$ cat src/rtl/i_mem_loader.sv
// Instruction-memory loader: receives a length-prefixed byte stream and writes 16-bit words.
// Optional trailing checksum byte enabled by defining LOADER_CHECKSUM_EN.
module i_mem_loader #(
    parameter int                    ADDR_WIDTH = 16,
    parameter logic [ADDR_WIDTH-1:0] BASE_ADDR  = '0
) (
    input  logic                  clk,
    input  logic                  rst,
    input  logic                  start,
    input  logic [7:0]            rx_data,
    input  logic                  rx_valid,
    output logic                  rx_ready,
    output logic [ADDR_WIDTH-1:0] w_addr,
    output logic [15:0]           din,
    output logic                  w_en,
    output logic                  cpu_rst,
    output logic                  busy,
    output logic                  done,
    output logic                  error
);

    // state  | meaning
    // IDLE   | waiting for start after reset
    // LEN_HI | expecting high byte of word count
    // LEN_LO | expecting low byte of word count
    // DAT_HI | expecting high byte of next word
    // DAT_LO | expecting low byte; write issued next cycle
    // CHK    | expecting checksum byte (checksum build only)
    // DONE   | last load succeeded
    // ERROR  | last load failed its checksum
`ifdef LOADER_CHECKSUM_EN
    typedef enum logic [2:0] {
        S_IDLE = 3'd0, S_LEN_HI = 3'd1, S_LEN_LO = 3'd2, S_DAT_HI = 3'd3,
        S_DAT_LO = 3'd4, S_CHK = 3'd5, S_DONE = 3'd6, S_ERROR = 3'd7
    } state_t;
    localparam state_t S_AFTER_DATA = S_CHK;
`else
    typedef enum logic [2:0] {
        S_IDLE = 3'd0, S_LEN_HI = 3'd1, S_LEN_LO = 3'd2, S_DAT_HI = 3'd3,
        S_DAT_LO = 3'd4, S_DONE = 3'd6, S_ERROR = 3'd7
    } state_t;
    localparam state_t S_AFTER_DATA = S_DONE;
`endif

    state_t                state, state_nxt;
    logic                  accept;
    logic                  start_acc;
    logic [7:0]            len_hi;
    logic [15:0]           words_left;
    logic [7:0]            data_hi;
    logic [ADDR_WIDTH-1:0] wr_ptr;
`ifdef LOADER_CHECKSUM_EN
    logic [7:0]            chk_sum;
`endif

    assign accept    = rx_valid & rx_ready;
    assign start_acc = start & ~busy;

    always_ff @(posedge clk) begin
        if (rst) state <= S_IDLE;
        else     state <= state_nxt;
    end

    always_comb begin
        state_nxt = state;
        case (state)
            S_IDLE, S_DONE, S_ERROR: if (start) state_nxt = S_LEN_HI;
            S_LEN_HI: if (accept) state_nxt = S_LEN_LO;
            S_LEN_LO: if (accept) state_nxt = ({len_hi, rx_data} == 16'd0) ? S_AFTER_DATA : S_DAT_HI;
            S_DAT_HI: if (accept) state_nxt = S_DAT_LO;
            // words_left is a down-counter; terminal count 1 means this is the last word
            S_DAT_LO: if (accept) state_nxt = (words_left == 16'd1) ? S_AFTER_DATA : S_DAT_HI;
`ifdef LOADER_CHECKSUM_EN
            S_CHK:    if (accept) state_nxt = (rx_data == chk_sum) ? S_DONE : S_ERROR;
`endif
            default:  state_nxt = S_IDLE;
        endcase
    end

    always_comb begin
        rx_ready = 1'b0;
        busy     = 1'b0;
        done     = 1'b0;
        error    = 1'b0;
        case (state)
            S_LEN_HI, S_LEN_LO, S_DAT_HI, S_DAT_LO: begin
                rx_ready = 1'b1;
                busy     = 1'b1;
            end
`ifdef LOADER_CHECKSUM_EN
            S_CHK: begin
                rx_ready = 1'b1;
                busy     = 1'b1;
            end
            S_ERROR: error = 1'b1;
`endif
            S_DONE:  done = 1'b1;
            default: ;
        endcase
        cpu_rst = busy | (state == S_ERROR);
    end

    always_ff @(posedge clk) begin
        if (rst) begin
            len_hi     <= '0;
            words_left <= '0;
            data_hi    <= '0;
            wr_ptr     <= BASE_ADDR;
            w_addr     <= BASE_ADDR;
            din        <= '0;
            w_en       <= 1'b0;
`ifdef LOADER_CHECKSUM_EN
            chk_sum    <= '0;
`endif
        end else begin
            w_en <= 1'b0;
            if (start_acc) begin
                wr_ptr <= BASE_ADDR;
`ifdef LOADER_CHECKSUM_EN
                chk_sum <= '0;
`endif
            end
            if (accept) begin
                case (state)
                    S_LEN_HI: len_hi <= rx_data;
                    S_LEN_LO: words_left <= {len_hi, rx_data};
                    S_DAT_HI: begin
                        data_hi <= rx_data;
`ifdef LOADER_CHECKSUM_EN
                        chk_sum <= chk_sum + rx_data;
`endif
                    end
                    S_DAT_LO: begin
                        w_en       <= 1'b1;
                        din        <= {data_hi, rx_data};
                        w_addr     <= wr_ptr;
                        wr_ptr     <= wr_ptr + 1'b1;
                        words_left <= words_left - 16'd1;
`ifdef LOADER_CHECKSUM_EN
                        chk_sum    <= chk_sum + rx_data;
`endif
                    end
                    default: ;
                endcase
            end
        end
    end

endmodule

$ cat config.mk
export PLATFORM = sky130hd
export DESIGN_NAME = i_mem_loader
export DESIGN_NICKNAME = d
export VERILOG_FILES = /design/src/rtl/i_mem_loader.sv
export SDC_FILE = /design/constraint.sdc
export NUM_CORES = 1
export LEC_CHECK = 0
export CORE_ASPECT_RATIO = 1.75
export CORE_MARGIN = 2
export CORE_UTILIZATION = 62
export CTS_BUF_LIST = sky130_fd_sc_hd__clkbuf_8
export DETAILED_ROUTE_END_ITERATION = 10
export GPL_TIMING_DRIVEN = 1
export PLACE_DENSITY = 0.88
export SLEW_MARGIN = 20
export SYNTH_ARGS = -nofsm -noshare
export SYNTH_HDL_FRONTEND = slang
export SYNTH_SLANG_ARGS = --single-unit
export TNS_END_PERCENT = 20
$ cat constraint.sdc
create_clock -name clk -period 5.4 [get_ports clk]
set_input_delay 1.08 -clock clk [delete_from_list [all_inputs] [get_ports clk]]
set_output_delay 1.08 -clock clk [all_outputs]
set_load 0.01 [all_outputs]
==> results.md, run 1 <==
* LEAKAGE at 1.56 nW
* RR Endpoint: wr_ptr[12]
* Post-synth cell types at 65
* Core area at 6230 µm²
* RD Place Congestion at 0.902
* Setup Skew at 0.00904 ns
* Synth top area share at 41.9%
* Synthesized area at 4020 µm²
* Most common cell after layout, fill and taps aside: nand2_1
* Worst Hold Depth at 2
* Synth Flop Type: dfxtp_1
* Mapped Cells at 514
* Final Max Tran Viols at 0
* H-tree depth at 3
* Max VDD drop at 0.230 mV
* Max-Cap Viols at 0
* Hpwl dp at 6.83 mm
* Die height at 110 µm
* FMAX at 285 MHz
* I/O Buffers at 48
* Crit path launch type: flip-flop
* Yosys Warn Count at 0
* RSZ-0062 raised after global routing: no
* DRC viols at 0
* Seq/Total Area, Yosys at 41.9%
* Diode count at 0
* Placement Setup Slack at 1.92 ns
* Cell depth of the worst flop-to-flop path at 5
* PwrDens at 284 nW/µm²
* Yosys top cell by area: dfxtp_1
* Number of global-route vias before repair at 3750
* Grt met3 use at 5.40%
* Max clock buf depth at 2
* Syn avg cell area at 7.82 µm²
* WP data required at 4.32 ns
* Leading cell types in the layout, fill and taps excluded: nand2_1, dfxtp_1, a21oi_1
* CTS buffer count at 9
* Status: finished clean
* M1 GR Usage at 32.7%
* Period utilization at 65.0%
* Critical Path AT at 2.43 ns
* Mapped Nets at 529
* Normalized max-slew margin at 34.7%
* Die ar. at 7170 µm²
* Least-Margin Pin Slew at 0.978 ns
* Root Buffer: clkbuf_8
* Final min period at 3.51 ns
* FF+latch count, synth at 84
* Setup TNS at 0 ns
* Initial antenna violation count at 0
* CP Capture Type: output pin
* Resized cells post-CTS at 0
* Routed WL at 10.1 mm
* Hold Path Class: flip-flop to flip-flop
* Starting density of the core at 64.5%
* M2 GR Usage at 51.8%
* Post-CTS Hold Fix Bufs at 0
* Clk pin slew, worst setup/hold paths at 0.09 ns
* Site row count at 38
* Die Wd at 64.9 µm
* Postcts setup bufs at 0
* Worst-skew pair later-pin latency at 0.37 ns
* First-pass GRT wire length at 17.0 mm
* Synth top area cells: dfxtp_1, nand2_1, a21oi_1, nand3_1, clkbuf_1
* Average vias per placed instance at 6.28
* Setup slack after layout at 1.89 ns
* Wire length per cell at 16.3 µm
* Launching point of the worst reg2reg path: state[2]
* Synth-to-Final Area Change at 16.3%
* Overall Global Routing Usage at 29.7%
* CTS tree: built
* Worst Hold Launch: data_hi[3]
* Fraction of layout cells with a size suffix above 1 at 6.45%
* Crit Path Max Fanout at 28
* Routed via count at 3912
* Hold worst-path end: din[11]
* Critical path type: flip-flop to output pin
* Ys async rst share at 0%
* Final hold vios at 0
* Endpoints failing setup at 0
* Final #Nets at 553
* Initial DRC Count at 382
* Most Crowded Layer GR: met2
* Flop2flop setup slack at 2.82 ns
* Post-synth EDFFs at 0
* Pre-antenna DRT Iters at 5
* DRT antenna net count at 0
* Pin count of the biggest net entering global routing at 83
* Clk sink count at 84
* # IOs at 50
* Total power at 1.33 mW
* GRT overflow at 0
[stage by stage]
step | hold WS (ns) | util, % | std cells | cell area, µm²
finish | 0.451 | 75.0 | 623 | 4670
CTS | 0.456 | 75.0 | 623 | 4670
detailed placement | 0.446 | 71.4 | 607 | 4450
global placement | 0.441 | 71.4 | 607 | 4450
floorplan | 0.432 | - | 514 | 4020
global route | 0.475 | 75.0 | 623 | 4670
[synth_stat cells, types with 5 or more instances]
cell / n
nor3_1: 9
nor4_1: 6
o211ai_1: 11
buf_2: 11
nand2_1: 119
nand4_1: 13
dfxtp_1: 84
clkbuf_1: 23
a31oi_1: 9
a311oi_1: 6
and3_1: 6
nand3_1: 23
inv_1: 7
a21o_1: 5
nor2_1: 20
o21ai_0: 11
a21oi_1: 71
or4_1: 6
[logic make-up after synthesis]
kind of cell    share of synthesized area, %
buf+inv                                 5.01
compound gates                          20.9
fa+ha+maj                              0.934
mux                                     1.06
flops                                   41.9
simple gates                            29.2
other cells                           0.0933
xor+xnor                               0.872
[worst max-delay path, cell delays in order, from the launching register on]
cell	delay (ns)
dfxtp_1	0.97
nor3_1	0.21
nor2_1	0.28
clkdlybuf4s50_1	0.59
[power by group]
group | switching (mW) | leakage, nW | internal [mW]
Clock | 0.231 | 0.118 | 0.274
Sequential | 0.0300 | 0.678 | 0.632
Combinational | 0.0973 | 0.763 | 0.0630
[state kept, by name (all words and copies together) (netlist names)]
| signal | flops |
|---|---|
| din | 16 |
| data_hi | 8 |
| wr_ptr | 16 |
| words_left | 16 |
| state | 3 |
| w_addr | 16 |
| len_hi | 8 |
| w_en | 1 |
[how the worst max path moves through the flow]
stage | startpoint | end | slack [ns] | cells after the start
after floorplan | rst | words_left[10] | 2.95 | 5
after global placement | rx_valid | wr_ptr[12] | 2.00 | 6
after detailed placement | rx_valid | wr_ptr[12] | 1.92 | 6
after CTS | state[1] | rx_ready | 1.90 | 3
after global routing | state[1] | busy | 1.79 | 3
final | state[1] | rx_ready | 1.89 | 3
[layout make-up]
| type | instances | area, µm² |
|---|---|---|
| Sequential cell | 84 | 1680 |
| Clock inverter | 6 | 86.3 |
| Fill cell | 489 | 1560 |
| Inverter | 7 | 26.3 |
| Clock buffer | 10 | 138 |
| Timing Repair Buffer | 52 | 505 |
| Multi-Input combinational cell | 384 | 2130 |
| Tap cell | 80 | 100 |
[layer usage]
| layer | wire (µm) | part of all wire, % |
|---|---|---|
| met3 | 580 | 5.7 |
| met5 | 0 | 0 |
| met1 | 3730 | 37 |
| met2 | 5310 | 52 |
| met4 | 504 | 5.0 |
Note: power is estimated with default switching activity, not from simulation.
==> run 2: changes to the inputs <==
Settings changed: CORE_UTILIZATION 62 to 57, PLACE_DENSITY 0.88 to 0.82.
Clock period 5.4 ns to 3.4 ns, I/O delays scaled along.
==> run 2 against run 1 <==
Global-route usage shrank 1.4 points. Flip-flop and latch count is the same. First-iteration DRC count is 41% lower. Sequential share of layout area fell by 0.31 points. Clock skew decreased by 0.0020 ns. Utilization shrank 6.3 points. Combinational power is 79% higher. Register-to-register slack got worse by 1.8 ns. Via count is 0.64% higher. Design area is 0.86% higher. Wire length rose by 2.1%. Worst hold slack better by 0.0038 ns.
==> results.md, run 2 (same netlist as run 1, synthesis figures left out) <==
* Status: finished clean
* Diode count at 0
* Delay-heaviest family, CP: flip-flops
* Routed WL at 10.3 mm
* Synth-to-Final Area Change at 17.3%
* Launching point of the worst reg2reg path: state[2]
* Sequential share of power at 49.5%
* Die Wd at 67.5 µm
* Cell Chain, Critical Path: nor3_1 -> nor2_1 -> clkdlybuf4s50_1
* Most common cell after layout, fill and taps aside: nand2_1
* Final hold vios at 0
* Post-CTS Hold Fix Bufs at 0
* Number of global-route vias before repair at 3671
* Cell depth of the worst flop-to-flop path at 4
* Overall Global Routing Usage at 28.3%
* # IOs at 50
* Total power at 2.07 mW
* Worst path buffer plus inverter count at 1
* Pre-antenna DRT Iters at 5
* Site row count at 40
* Clk pin slew, worst setup/hold paths at 0.08 ns
* Hold Path Class: flip-flop to flip-flop
* Postcts setup bufs at 0
* WP data required at 2.72 ns
* H-tree depth at 3
* Worst Hold Launch: w_addr[11]
* Least-Margin Pin Slew at 0.831 ns
* Die ar. at 7760 µm²
* Pin count of the biggest net entering global routing at 82
* Crit-path max cell delay at 0.86 ns
* Number of gates on the worst path with buffers counted at 3
* Slowest CP cell: dfxtp_1
* Gate power share at 13.8%
* Final #Nets at 560
* Flop2flop setup slack at 1.01 ns
* I/O Buffers at 48
* Initial antenna violation count at 0
* CTS tree: built
* Hold worst-path end: w_addr[11]
* PwrDens at 440 nW/µm²
* Pint at 1.52 mW
* Worst Hold Depth at 2
* CP Capture Type: output pin
* Leading cell types in the layout, fill and taps excluded: nand2_1, dfxtp_1, a21oi_1
* FMAX at 344 MHz
* Max-Cap Viols at 0
* Fillers at 570
* Clock power share at 36.7%
* CTS buffer count at 9
* Final core utilization at 68.7%
* Wire length per cell at 16.3 µm
* Worst-skew pair later-pin latency at 0.37 ns
* Normalized max-slew margin at 44.2%
* GRT overflow at 0
* Initial DRC Count at 227
* Final Max Tran Viols at 0
* DRT antenna net count at 0
* RR Endpoint: wr_ptr[9]
* Max VDD drop at 0.363 mV
* Setup crit start: state[2]
* Starting density of the core at 58.6%
* LEAKAGE at 1.58 nW
* Setup Skew at 0.00707 ns
* RSZ-0062 raised after global routing: no
* Core area at 6860 µm²
* Resized cells post-CTS at 0
* Critical Path AT at 2.23 ns
* RD Place Congestion at 0.900
* Root Buffer: clkbuf_8
* Max clock buf depth at 2
* Crit Path Max Fanout at 26
* Setup TNS at 0 ns
* Period utilization at 85.6%
* Fraction of layout cells with a size suffix above 1 at 7.29%
* Endpoints failing setup at 0
* Routed via count at 3937
* Clk sink count at 84
* Final min period at 2.91 ns
* Switching share of power at 26.9%
* First-pass GRT wire length at 16.8 mm
* Switching power at 0.559 mW
* Critical path type: flip-flop to output pin
* Average vias per placed instance at 6.22
* DRC viols at 0
* Crit path launch type: flip-flop
* Hpwl dp at 7.31 mm
* Die height at 115 µm
## run 2: final cells by class
class | count | area (µm²) | area share [%]
sequential | 84 | 1680 | 35.7
multi-input combinational | 384 | 2130 | 45.3
tap | 84 | 105 | 2.23
inverter | 7 | 26.3 | 0.558
clock inverter | 6 | 82.6 | 1.75
clock buffer | 9 | 124 | 2.63
timing repair buffer | 59 | 558 | 11.8
## run 2: worst max path at each step
stage	end	slack (ns)
5_1_grt	busy	0.34
3_3_place_gp	wr_ptr[9]	0.85
3_5_place_dp	words_left[15]	0.79
6_report	rx_ready	0.49
4_1_cts	rx_ready	0.51
2_1_floorplan	words_left[10]	1.35
## run 2: metal layers
layer  track usage [%]  part of all wire, %  vias up
li1                  -                    -     1902
met5                 0                    0        -
met3              5.68                  4.2       33
met2              49.5                   54      130
met4              15.8                  3.5        0
met1              30.8                   38     1872
## run 2: power by group through the flow
stage,Clock [mW],Combinational (mW),Sequential (mW)
final,0.762,0.286,1.03
after CTS,0.773,0.284,1.03
after global routing,0.810,0.317,1.03
after global placement,0,0.277,1.05
after detailed placement,0,0.283,1.05
after floorplan,0,0.202,1.04
## run 2: worst register-to-register path: cells and delay by family, from the launching register on
kind / cells / cell delay (ns)
DFF: 1 / 0.86
and+or+nand+nor: 2 / 0.98
buffers and inverters: 1 / 0.32
AOI/OAI and AO/OA: 1 / 0.16
## run 2: per-stage QoR
| step | hold WS [ns] | instances | cell area [µm²] | setup WS [ns] |
|---|---|---|---|---|
| after CTS | 0.459 | 633 | 4710 | 0.508 |
| after detailed placement | 0.447 | 618 | 4510 | 0.792 |
| after global placement | 0.443 | 618 | 4510 | 0.855 |
| after floorplan | 0.432 | 514 | 4020 | 1.35 |
| after global routing | 0.480 | 633 | 4710 | 0.337 |
| final | 0.455 | 633 | 4710 | 0.491 |
==> run 3: changes to the inputs <==
Settings changed: CORE_UTILIZATION 57 to 40, PLACE_DENSITY 0.82 to unset, SKIP_CTS_REPAIR_TIMING set to 1.
==> run 3 against run 2 <==
Setup slack better by 0.28 ns. Worst hold slack better by 0.0019 ns. Clock-buffer cell count is the same. First-iteration DRC count decreased by 16%. Sequential share of layout area decreased by 0.36 points. Via count decreased by 3.0%. Utilization shrank 20 points. Wire length is 3.3% higher. Critical path type unchanged. Critical endpoint is now busy. Largest power group unchanged.
==> results.md, run 3 (same netlist as run 1, synthesis figures left out) <==
* Status: finished clean
* Final Max Tran Viols at 0
* Die height at 137 µm
* Overall Global Routing Usage at 20.5%
* Initial antenna violation count at 0
* M1 GR Usage at 23.6%
* Max-Cap Viols at 0
* Pre-antenna DRT Iters at 4
* Initial DRC Count at 190
* Final #Nets at 561
* Endpoints failing setup at 0
* Least-Margin Pin Slew at 0.816 ns
* Setup Skew at 0.00685 ns
* Launching point of the worst reg2reg path: state[2]
* Total power at 2.04 mW
* Clk pin slew, worst setup/hold paths at 0.08 ns
* Setup TNS at 0 ns
* Number of global-route vias before repair at 3552
* Site row count at 48
* Most common cell after layout, fill and taps aside: nand2_1
* Pin count of the biggest net entering global routing at 58
* Final min period at 2.63 ns
* Cell depth of the worst flop-to-flop path at 5
* FMAX at 381 MHz
* RR Endpoint: words_left[12]
* DRC viols at 0
* Final hold vios at 0
* Die Wd at 79.8 µm
* Routed via count at 3820
* RSZ-0062 raised after global routing: no
* Critical Path AT at 1.95 ns
* Die ar. at 10900 µm²
* H-tree depth at 3
* Cell area after layout at 4760 µm²
* WP data required at 2.72 ns
* Grt met3 use at 3.17%
* CTS tree: built
* Worst hold slack at 0.457 ns
* Register Area at 1680 µm²
* M2 GR Usage at 35.5%
* Root Buffer: clkbuf_8
* LEAKAGE at 1.57 nW
* Fillers at 997
* Core area at 9850 µm²
* CP Capture Type: output pin
* Hold worst-path end: w_addr[11]
* Fraction of layout cells with a size suffix above 1 at 7.82%
* RD Place Congestion at 0.866
* CTS buffer count at 9
* Flop2flop setup slack at 1.13 ns
* Worst-skew pair later-pin latency at 0.37 ns
* Starting density of the core at 40.8%
* Worst Hold Launch: w_addr[11]
* Diode count at 0
* Max VDD drop at 0.262 mV
* Average vias per placed instance at 5.66
* Max clock buf depth at 2
* Worst Hold Depth at 2
* First-pass GRT wire length at 17.4 mm
* # IOs at 50
* Routed WL at 10.7 mm
* Leading cell types in the layout, fill and taps excluded: nand2_1, dfxtp_1, a21oi_1
* Hold Path Class: flip-flop to flip-flop
* Normalized max-slew margin at 45.2%
* Crit path launch type: flip-flop
* Clk sink count at 84
* Crit Path Max Fanout at 13
* Period utilization at 77.3%
* I/O Buffers at 48
* Hpwl dp at 7.58 mm
* Wire length per cell at 15.8 µm
* DRT antenna net count at 0
* Area of the multi-input gates at 2140 µm²
* Synth-to-Final Area Change at 18.5%
* Most Crowded Layer GR: met2
* GRT overflow at 0
* PwrDens at 428 nW/µm²
* Placed cell area at 4570 µm²
* Critical path type: flip-flop to output pin
==> run 3: worst max-delay path by stage <==
stage / startpoint / endpoint / slack (ns) / cells after the start
after floorplan: rst / words_left[10] / 1.35 / 5
after global placement: rx_valid / wr_ptr[9] / 0.78 / 5
after detailed placement: rx_valid / wr_ptr[9] / 0.72 / 5
after CTS: state[2] / busy / 0.77 / 3
after global routing: state[2] / rx_ready / 0.65 / 3
final: state[2] / busy / 0.77 / 3
==> run 3: metal layers <==
layer,vias to the layer above,routed length (µm)
li1,1904,-
met1,1783,4310
met2,104,5630
met3,29,391
met4,0,351
met5,-,0
==> run 3: power breakdown <==
group          switching [mW]  internal, mW  total [mW]
combinational           0.182         0.109       0.291
sequential             0.0262          1.00        1.03
clock                   0.379         0.336       0.716
==> run 3: cell type report <==
| class | instances | area share (%) |
|---|---|---|
| Clock buffer | 9 | 2.60 |
| Tap cell | 125 | 3.29 |
| Multi-Input combinational cell | 384 | 45.0 |
| Clock inverter | 6 | 1.39 |
| Inverter | 7 | 0.552 |
| Sequential cell | 84 | 35.3 |
| Timing Repair Buffer | 60 | 11.9 |
==> run 3: critical path, stage by stage (launching register included) <==
cell and delay (ns):
dfxtp_1 0.60, nor3_1 0.16, nor2_1 0.23, clkdlybuf4s50_1 0.58
==> run 3: metrics by stage <==
step	setup slack (ns)	util [%]	std cells
finish	0.773	48.3	675
global route	0.645	48.3	675
CTS	0.771	48.3	675
detailed placement	0.724	46.4	660
global placement	0.779	46.4	660
floorplan	1.35	-	514
